**config.mk**
```make
export PLATFORM = sky130hd
export DESIGN_NAME = serial_fifo_bridge
export DESIGN_NICKNAME = d
export VERILOG_FILES = /design/src/rtl/serial_bridge_pkg.sv /design/src/rtl/serial_fifo_bridge_sync_fifo.sv /design/src/rtl/serial_fifo_bridge.sv
export SDC_FILE = /design/constraint.sdc
export NUM_CORES = 1
export LEC_CHECK = 0
export CAP_MARGIN = 20
export CORE_MARGIN = 2
export CORE_UTILIZATION = 25
export CTS_CLUSTER_DIAMETER = 200
export DETAILED_ROUTE_END_ITERATION = 10
export SLEW_MARGIN = 40
export SYNTH_ARGS = -nofsm -noshare
export SYNTH_HDL_FRONTEND = slang
export SYNTH_SLANG_ARGS = --single-unit
```
**constraint.sdc**
```tcl
create_clock -name clock -period 2.8 [get_ports clock]
set_clock_uncertainty 0.05 [all_clocks]
set_input_delay 0.7 -clock clock [delete_from_list [all_inputs] [get_ports clock]]
set_output_delay 0.7 -clock clock [all_outputs]
set_load 0.01 [all_outputs]
```
**src/rtl/serial_bridge_pkg.sv**
```systemverilog
// Shared constants for the serial FIFO bridge.
//   SERIAL_DATA_W     : byte width carried on both directions
//   SERIAL_DEPTH_LOG2 : default log2 of the entries held by each FIFO
package serial_bridge_pkg;

    localparam int SERIAL_DATA_W     = 8;
    localparam int SERIAL_DEPTH_LOG2 = 4;

endpackage

```
**src/rtl/serial_fifo_bridge_sync_fifo.sv**
```systemverilog
// sync_fifo: single-clock show-ahead FIFO.
// Ports:
//   clock, reset    : rising-edge clock, asynchronous active-high reset
//   push, push_data : write request and byte (ignored while full)
//   pop             : read request (ignored while empty)
//   head_data       : oldest stored byte, forced to zero while empty
//   full, empty     : status derived from the registered occupancy
//   count           : occupancy, 0..2**DEPTH_LOG2
module sync_fifo
    import serial_bridge_pkg::*;
#(
    parameter int DATA_W     = SERIAL_DATA_W,
    parameter int DEPTH_LOG2 = SERIAL_DEPTH_LOG2
) (
    input  logic                  clock,
    input  logic                  reset,
    input  logic                  push,
    input  logic [DATA_W-1:0]     push_data,
    input  logic                  pop,
    output logic [DATA_W-1:0]     head_data,
    output logic                  full,
    output logic                  empty,
    output logic [DEPTH_LOG2:0]   count
);

    localparam int DEPTH = 1 << DEPTH_LOG2;
    localparam logic [DEPTH_LOG2:0]   FULL_COUNT = {1'b1, {DEPTH_LOG2{1'b0}}};
    localparam logic [DEPTH_LOG2:0]   ZERO_COUNT = {(DEPTH_LOG2 + 1){1'b0}};
    localparam logic [DEPTH_LOG2:0]   CNT_ONE    = (DEPTH_LOG2 + 1)'(1'b1);
    localparam logic [DEPTH_LOG2-1:0] PTR_ONE    = DEPTH_LOG2'(1'b1);

    logic [DATA_W-1:0]     mem_r [DEPTH];
    logic [DEPTH_LOG2-1:0] wptr_r;
    logic [DEPTH_LOG2-1:0] rptr_r;
    logic [DEPTH_LOG2:0]   count_r;
    logic                  push_ok_s;
    logic                  pop_ok_s;

    // Status comes from the start-of-cycle count only, so a pop never frees
    // room for a push in the same cycle and a push never feeds a same-cycle pop.
    assign full      = (count_r == FULL_COUNT);
    assign empty     = (count_r == ZERO_COUNT);
    assign count     = count_r;
    assign push_ok_s = push && !full;
    assign pop_ok_s  = pop && !empty;

    // Show-ahead head byte, zeroed while empty so stale storage never leaks.
    always_comb begin
        head_data = {DATA_W{1'b0}};
        if (empty) begin
            head_data = {DATA_W{1'b0}};
        end else begin
            head_data = mem_r[rptr_r];
        end
    end

    // Storage array; contents need no reset since the empty flag masks them.
    always_ff @(posedge clock) begin
        if (push_ok_s) begin
            mem_r[wptr_r] <= push_data;
        end
    end

    // Pointers and occupancy; pointers wrap naturally at 2**DEPTH_LOG2.
    always_ff @(posedge clock or posedge reset) begin
        if (reset) begin
            wptr_r  <= {DEPTH_LOG2{1'b0}};
            rptr_r  <= {DEPTH_LOG2{1'b0}};
            count_r <= ZERO_COUNT;
        end else begin
            if (push_ok_s) begin
                wptr_r <= wptr_r + PTR_ONE;
            end
            if (pop_ok_s) begin
                rptr_r <= rptr_r + PTR_ONE;
            end
            case ({push_ok_s, pop_ok_s})
                2'b10:   count_r <= count_r + CNT_ONE;
                2'b01:   count_r <= count_r - CNT_ONE;
                default: count_r <= count_r;
            endcase
        end
    end

endmodule

```
**src/rtl/serial_fifo_bridge.sv**
```systemverilog
// serial_fifo_bridge: buffers bytes between the CPU memory-mapped serial port
// and an external host byte stream.
// Ports:
//   cpu_rdata_out/cpu_valid_out/cpu_rden_in : RX head towards the CPU, pop on rden
//   cpu_wdata_in/cpu_wren_in/cpu_ready_out  : CPU bytes into the TX FIFO
//   host_in_*                               : host bytes into the RX FIFO (valid/ready)
//   host_out_*                              : TX head towards the host (valid/ready)
//   rx_count_out/tx_count_out               : FIFO occupancies
//   rx_underflow_out/tx_overflow_out        : sticky CPU-side misuse flags
//   clear_flags_in                          : synchronous clear of both flags
module serial_fifo_bridge
    import serial_bridge_pkg::*;
#(
    parameter int DATA_W     = SERIAL_DATA_W,
    parameter int DEPTH_LOG2 = SERIAL_DEPTH_LOG2
) (
    input  logic                clock,
    input  logic                reset,
    output logic [DATA_W-1:0]   cpu_rdata_out,
    output logic                cpu_valid_out,
    input  logic                cpu_rden_in,
    input  logic [DATA_W-1:0]   cpu_wdata_in,
    input  logic                cpu_wren_in,
    output logic                cpu_ready_out,
    input  logic [DATA_W-1:0]   host_in_data,
    input  logic                host_in_valid,
    output logic                host_in_ready,
    output logic [DATA_W-1:0]   host_out_data,
    output logic                host_out_valid,
    input  logic                host_out_ready,
    output logic [DEPTH_LOG2:0] rx_count_out,
    output logic [DEPTH_LOG2:0] tx_count_out,
    output logic                rx_underflow_out,
    output logic                tx_overflow_out,
    input  logic                clear_flags_in
);

    logic rx_full_s;
    logic rx_empty_s;
    logic tx_full_s;
    logic tx_empty_s;
    logic rx_underflow_r;
    logic tx_overflow_r;

    // Host -> CPU buffer.
    sync_fifo #(.DATA_W(DATA_W), .DEPTH_LOG2(DEPTH_LOG2)) u_rx_fifo (
        .clock     (clock),
        .reset     (reset),
        .push      (host_in_valid && host_in_ready),
        .push_data (host_in_data),
        .pop       (cpu_rden_in),
        .head_data (cpu_rdata_out),
        .full      (rx_full_s),
        .empty     (rx_empty_s),
        .count     (rx_count_out)
    );

    // CPU -> host buffer; the CPU has no back-pressure, so writes while full drop.
    sync_fifo #(.DATA_W(DATA_W), .DEPTH_LOG2(DEPTH_LOG2)) u_tx_fifo (
        .clock     (clock),
        .reset     (reset),
        .push      (cpu_wren_in),
        .push_data (cpu_wdata_in),
        .pop       (host_out_valid && host_out_ready),
        .head_data (host_out_data),
        .full      (tx_full_s),
        .empty     (tx_empty_s),
        .count     (tx_count_out)
    );

    assign cpu_valid_out    = !rx_empty_s;
    assign host_in_ready    = !rx_full_s;
    assign cpu_ready_out    = !tx_full_s;
    assign host_out_valid   = !tx_empty_s;
    assign rx_underflow_out = rx_underflow_r;
    assign tx_overflow_out  = tx_overflow_r;

    // Sticky flags: a new offence outranks a clear arriving in the same cycle.
    always_ff @(posedge clock or posedge reset) begin
        if (reset) begin
            rx_underflow_r <= 1'b0;
            tx_overflow_r  <= 1'b0;
        end else begin
            if (cpu_rden_in && rx_empty_s) begin
                rx_underflow_r <= 1'b1;
            end else if (clear_flags_in) begin
                rx_underflow_r <= 1'b0;
            end else begin
                rx_underflow_r <= rx_underflow_r;
            end
            if (cpu_wren_in && tx_full_s) begin
                tx_overflow_r <= 1'b1;
            end else if (clear_flags_in) begin
                tx_overflow_r <= 1'b0;
            end else begin
                tx_overflow_r <= tx_overflow_r;
            end
        end
    end

endmodule

```
## Word-level counts from Yosys, hierarchy flattened

Memories as Yosys holds them, arrays and structs flattened.
Index checks and enable logic that the tools add are counted.

- Word-level logic and storage cells: 53
- Memory bits (read-only): 0
- Output and inout bits: 32
- RAM bits: 256
- Input port bits: 23
- Memories: 2
- Latch bits: 0
- Flip-flop bits (word level): 28

Memory list:

| memory | depth | width | rd ports | clocked after Yosys merged registers in | wr ports | line | RTL |
|---|---|---|---|---|---|---|---|
| u_rx_fifo.mem_r | 16 | 8 | 1 | 0 | 1 | serial_fifo_bridge_sync_fifo.sv:32 | `logic [DATA_W-1:0] mem_r [DEPTH];` |
| u_tx_fifo.mem_r | 16 | 8 | 1 | 0 | 1 | serial_fifo_bridge_sync_fifo.sv:32 |  |

- Div/mod/pow operators: 0
- Reductions and logical operators: 18
- Equal/unequal tests: 6
- Magnitude comparators: 0
- Multipliers: 0
- Multiplexer cells: 11
- Shifts and indexed selects: 0
- $add $sub $neg: 8
- Bitwise gates (word level): 0

Operator list:

| kind | count |
|---|---|
| $pmux 5 s2 | 2 |
| $add 4x1->4 const B | 4 |
| $mux 8 | 2 |
| $add 5x1->5 const B | 2 |
| $eq 5x5->1 const B | 2 |
| $logic_not 5->1 | 2 |
| $sub 5x1->5 const B | 2 |
| $logic_and 1x1->1 | 8 |
| $reduce_bool 2->1 | 4 |
| $mux 1 | 7 |
| $eq 2x1->1 const B | 2 |
| $eq 2x2->1 const B | 2 |
| $logic_not 1->1 | 4 |

## Logic depth before layout (Yosys ltp)

Gate-level depths: netlist of run 1.

- Depth after elaboration: 6
- Depth in mapped cells: 12
- Gate-level depth less buffers: 10

## Cells and area by module

A second synthesis of run 1 with hierarchy kept.

- Cells, all modules: 635
- Area total of the unflattened synthesis: 11923.9 µm²

By module, submodules not included:

| module | instances | sequential area each (µm²) | cells each | area an instance (µm²) |
|---|---|---|---|---|
| sync_fifo | 2 | 4169.0 | 310 | 5906.9 |
| serial_fifo_bridge | 1 | 50.0 | 15 | 110.1 |

## Worst setup path before layout of run 1

No wires, ideal clock.

- Kind: register to register
- Start point: reg u_tx_fifo.count_r[1], in the netlist u_tx_fifo.count[1]
- End point: reg u_tx_fifo.count_r[4], in the netlist u_tx_fifo.count[4]
- Clock period less this slack: 2.960 ns
- Stages on the path, launching flop included: 12
- Path slack: -0.160 ns
- Buffers on the path: 2
- Setup time: 0.131 ns
- Arrival time: 2.779 ns
- Data required time: 2.619 ns
- Cell sequence: dfrtp_1 -> buf_6 -> nor4_4 -> a21boi_1 -> ha_1 -> clkbuf_1 -> xor2_1 -> ha_1 -> or3_4 -> a2111oi_4 -> nor4b_1 -> xnor2_1

- Longest elaborated chain between the ends: 6
- Elaborated cells between the ends (all ways): 13
- Classes of those cells: add/sub: 2; eq/ne: 3; mux: 1; reduce/logical: 7

RTL lines:

| element | line | RTL |
|---|---|---|
| start, declared | serial_fifo_bridge_sync_fifo.sv:35 | `logic [DEPTH_LOG2:0] count_r;` |
| start signal, assigned | serial_fifo_bridge_sync_fifo.sv:78 | `2'b10: count_r <= count_r + CNT_ONE;` |
| start signal, assigned | serial_fifo_bridge_sync_fifo.sv:79 | `2'b01: count_r <= count_r - CNT_ONE;` |
| start signal, assigned | serial_fifo_bridge_sync_fifo.sv:80 | `default: count_r <= count_r;` |
| $logic_not 5->1 * | serial_fifo_bridge_sync_fifo.sv:42 | `assign empty = (count_r == ZERO_COUNT);` |
| $logic_not 1->1 * | serial_fifo_bridge_sync_fifo.sv:45, serial_fifo_bridge.sv:74 |  |
| $logic_and 1x1->1 | serial_fifo_bridge.sv:64 | `.pop (host_out_valid && host_out_ready),` |
| $logic_and 1x1->1 * | serial_fifo_bridge_sync_fifo.sv:45 | `assign pop_ok_s = pop && !empty;` |
| net u_tx_fifo.pop_ok_s | serial_fifo_bridge_sync_fifo.sv:37 | `logic pop_ok_s;` |
| $eq 2x1->1 or $eq 2x2->1 (tied branches) | serial_fifo_bridge_sync_fifo.sv:77 | `case ({push_ok_s, pop_ok_s})` |
| $pmux 5 s2 or $reduce_bool 2->1 (tied branches) | n/a |  |

The timed path passes the listed nets; every way through them passes the cells marked *.
A chain may end at the register's enable or synchronous reset.

## Final worst setup path of run 1

- Start point: reg u_rx_fifo.rptr_r[0]
- End point: out cpu_rdata_out[1]

- Longest elaborated chain between the ends: 2

RTL lines:

| element | line | RTL |
|---|---|---|
| start, declared | serial_fifo_bridge_sync_fifo.sv:34 | `logic [DEPTH_LOG2-1:0] rptr_r;` |
| start signal, assigned | serial_fifo_bridge_sync_fifo.sv:68 | `rptr_r <= {DEPTH_LOG2{1'b0}};` |
| start signal, assigned | serial_fifo_bridge_sync_fifo.sv:75 | `rptr_r <= rptr_r + PTR_ONE;` |
| $mem_v2 16x8 | n/a |  |
| $mux 8 | serial_fifo_bridge_sync_fifo.sv:50 | `if (empty) begin` |
| end, declared | serial_fifo_bridge.sv:19 | `output logic [DATA_W-1:0] cpu_rdata_out,` |

No other way between the ends.

==> results.cfg, run 1 <==
[status]
status = finished, violations left
violations = negative setup slack

[place]
dp_hpwl_um = 16330
numPortBuffers = 54
gp_congestion = 0.7642
dp.cells = 1296
pre_cts_slack_ns = -0.2124
placedInstanceArea_um2 = 13440

[floorplanning]
die-area_um2 = 48070
initial_utilization = 0.2541
die_w_um = 219.2
die_y_um = 219.2
ios = 55
core_area_um2 = 45580
rows = 78

[critical_path]
slowest_stage = mux4_2
slowest_delay_ns = 0.50
crit_type = reg -> out
reg2reg_to = u_tx_fifo.count[4]
r2r_slack_ns = 0.09
worst_setup_path_start_kind = flop
timing.rr.start = u_tx_fifo.count[3]
crit_required_ns = 2.05
crit_path_end_kind = primary output
cp-startpoint = u_rx_fifo.rptr_r[0]
arrival_ns = 2.25
worst-r2r-cell-count = 10
crit_path_max_fanout = 7
worstPathCellList = buf_6 > buf_12 > mux4_2 > mux2i_1 > o22ai_1 > buf_2

[worst_hold_path]
hp-class = reg -> reg
hold_end = tx_overflow_out
holdPathStages = 2
hold_start = tx_overflow_out

[global_routing]
grt_pass1_vias = 6094
gr-usage-met1 = 0.1334
grt_max_degree = 29
grt.total_usage = 0.1015
grt_pass1_wl_um = 36900
grt_use_met2 = 0.1730
busiest_layer = met2
grt_util_met3 = 0.02051
antenna_found_initial = 2
grt.overflow.total = 0

[routing]
routed_via_density = 4.299
vias = 5821
wire_per_inst_um = 17.80
antenna_left = 0
drt_first_pass_iters = 4
drt_iter0_markers = 447
routed_wl_um = 24100
drc = 0

[layout]
layout-drive-gt1-share = 0.3320
finalInstanceArea_um2 = 14580
fillers = 4351
area_growth_pct = 25.92
finish.utilization = 0.3200
nets = 776
instances_no_fill = 1354

[job]
cap_violations = 0

[synth]
synth_warnings = 0
synth_nets = 638
ys.flop_type = edfxtp_1
synth.avg_cell_area_um2 = 19.37
synth_cells = 598
synth_edf_count = 256
seq_area_frac_synth = 0.7242
synth_area_leaders = edfxtp_1, mux4_2, dfrtp_1
yosys.area.top_type = edfxtp_1
async_reset_ff_frac = 0.09859
synth.distinct_cells = 43
synth_top_area_share = 0.6637
synth_area_um2 = 11580
ys_ff_latch = 284

[sta]
tns_ns = -2.713
min_period_ns = 3.000
timing.fmax_ghz = 0.3334
finalMaxSlewViolations = 0
hold_violations = 0
whs_ns = 0.4831
worst_pin_slew_ns = 0.5842
fin_crit_sh = 1.071
setup_slack_ns = -0.1996
setup_viol = 16
rsz0062_at_grt = true
relSlewSlack = 0.6093

[cts]
cts_buffers = 27
clk_pin_slew_worst_paths_ns = 0.06
clk-insertion-delay-late_ns = 0.54
cts_tree = yes
cts_hold_buffers = 0
clock_tree.root_cell = clkbuf_16
cts_buffer_depth = 3
cts_sinks = 284
htreeDepth = 1

[power]
irDropWorstVdd_mv = 0.6524
p_total_mw = 14.91
leakagePower_nw = 4.890
powerDensity_nw_per_um2 = 1022
==> flip-flops by register name, summed over array words and instances (netlist names) <==
register,cells
tx_overflow_out,1
u_rx_fifo.count,5
u_tx_fifo.mem_r,128
u_tx_fifo.rptr_r,4
u_rx_fifo.rptr_r,4
u_rx_fifo.mem_r,128
u_tx_fifo.count,5
rx_underflow_out,1
u_tx_fifo.wptr_r,4
u_rx_fifo.wptr_r,4
==> synthesized netlist by cell type (2+ instances only) <==
master	instances
edfxtp_1	256
mux4_2	64
mux2i_1	32
dfrtp_1	28
nor2_1	28
nand2_1	21
ha_1	17
o22ai_1	17
xnor2_1	15
inv_1	12
buf_1	9
buf_2	8
nor3_1	8
o21ai_0	8
xor2_1	8
buf_4	7
nand2b_1	7
nand4_1	5
a21oi_1	4
clkbuf_1	4
clkbuf_2	4
mux2_2	4
nor2b_1	4
nor4b_1	3
a21boi_1	2
a21boi_2	2
a21o_1	2
and3b_1	2
nand3_1	2
nor4_4	2
==> worst max-delay path, delay by kind of cell, from the launching register on <==
kind / cells / cell delay, ns
AOI/OAI and AO/OA: 1 / 0.11
buffers and inverters: 3 / 0.48
DFF: 1 / 0.45
muxes: 2 / 0.66
==> cells in the final DEF, fill, tap and decap left out, types with 6 or more instances in the layout <==
cell and instances:
mux4_2 64, nor2_1 28, nand2_1 19, ha_1 15, mux2i_1 19, edfxtp_1 256, inv_1 11, buf_4 70
nor3_1 8, mux2i_2 6, nand2b_1 6, xnor2_1 15, dfrtp_1 25, xor2_1 8, clkinv_1 8, buf_6 6
o21ai_0 8, clkdlybuf4s50_1 34, clkbuf_16 28, buf_2 13, mux2i_4 7, o22ai_2 11, buf_12 13
==> timing repair <==
item | CTS | global route
buffers inserted | 8 | 2
pin swaps | 12 | 3
endpoints found under the hold margin | 0 | 0
setup endpoints to repair | 19 | 19
gates resized for setup | 107 | 16
cloned | 3 | 1
==> cell type report <==
| type | count | area (µm²) | share of cell area |
|---|---|---|---|
| clock inverters | 14 | 138.9 | 0.009523 |
| clock buffers | 32 | 694.4 | 0.04761 |
| inverters | 12 | 45.04 | 0.003089 |
| flip-flops and latches | 284 | 8392 | 0.5754 |
| repair buffers | 142 | 1341 | 0.09197 |
| diodes | 1 | 2.502 | 0.0001716 |
| multi-input cells | 269 | 3219 | 0.2207 |
| well taps | 600 | 750.7 | 0.05148 |
==> kinds of logic after synthesis <==
| logic type | after synthesis | synth area share |
|---|---|---|
| DFF | 284 | 0.7242 |
| xor gates and xnor gates | 23 | 0.01739 |
| adders and majority gates | 17 | 0.01836 |
| buffers and inverters | 45 | 0.01880 |
| and+or+nand+nor | 87 | 0.03997 |
| muxes | 100 | 0.1560 |
| AOI/OAI and AO/OA | 42 | 0.02528 |
==> worst max-delay path by stage <==
stage | cells past startpoint | end | slack (ns)
3_3_place_gp | 10 | u_tx_fifo.count[4] | -0.18
6_report | 6 | cpu_rdata_out[1] | -0.20
4_1_cts | 6 | cpu_rdata_out[3] | -0.25
5_1_grt | 6 | cpu_rdata_out[2] | -0.32
2_1_floorplan | 11 | u_tx_fifo.count[4] | 0.01
3_5_place_dp | 10 | u_tx_fifo.count[4] | -0.21
==> report_power, final <==
part / switching, mW / internal, mW / total, mW / leakage, nW
combinational: 2.77 / 3.01 / 5.78 / 1.84
sequential: 0.377 / 5.21 / 5.59 / 2.64
clock: 1.51 / 2.03 / 3.54 / 0.406
total: 4.66 / 10.3 / 14.9 / 4.89
==> per-layer routing <==
layer | part of all wire | up-vias
met4 | 0.016 | 0
met1 | 0.43 | 2975
met5 | 0 | -
met3 | 0.059 | 24
met2 | 0.50 | 154
li1 | - | 2668
Power figures use the tool's default switching activity.
==> run 2: changes to the inputs <==
--- a/config.mk
+++ b/config.mk
@@ -10,6 +10,7 @@
 export CORE_UTILIZATION = 25
 export CTS_CLUSTER_DIAMETER = 200
 export DETAILED_ROUTE_END_ITERATION = 10
+export GPL_ROUTABILITY_DRIVEN = 1
 export SLEW_MARGIN = 40
 export SYNTH_ARGS = -nofsm -noshare
 export SYNTH_HDL_FRONTEND = slang
==> results of run 2 <==
The final DEF is identical to that of run 1; final timing and power are the same.
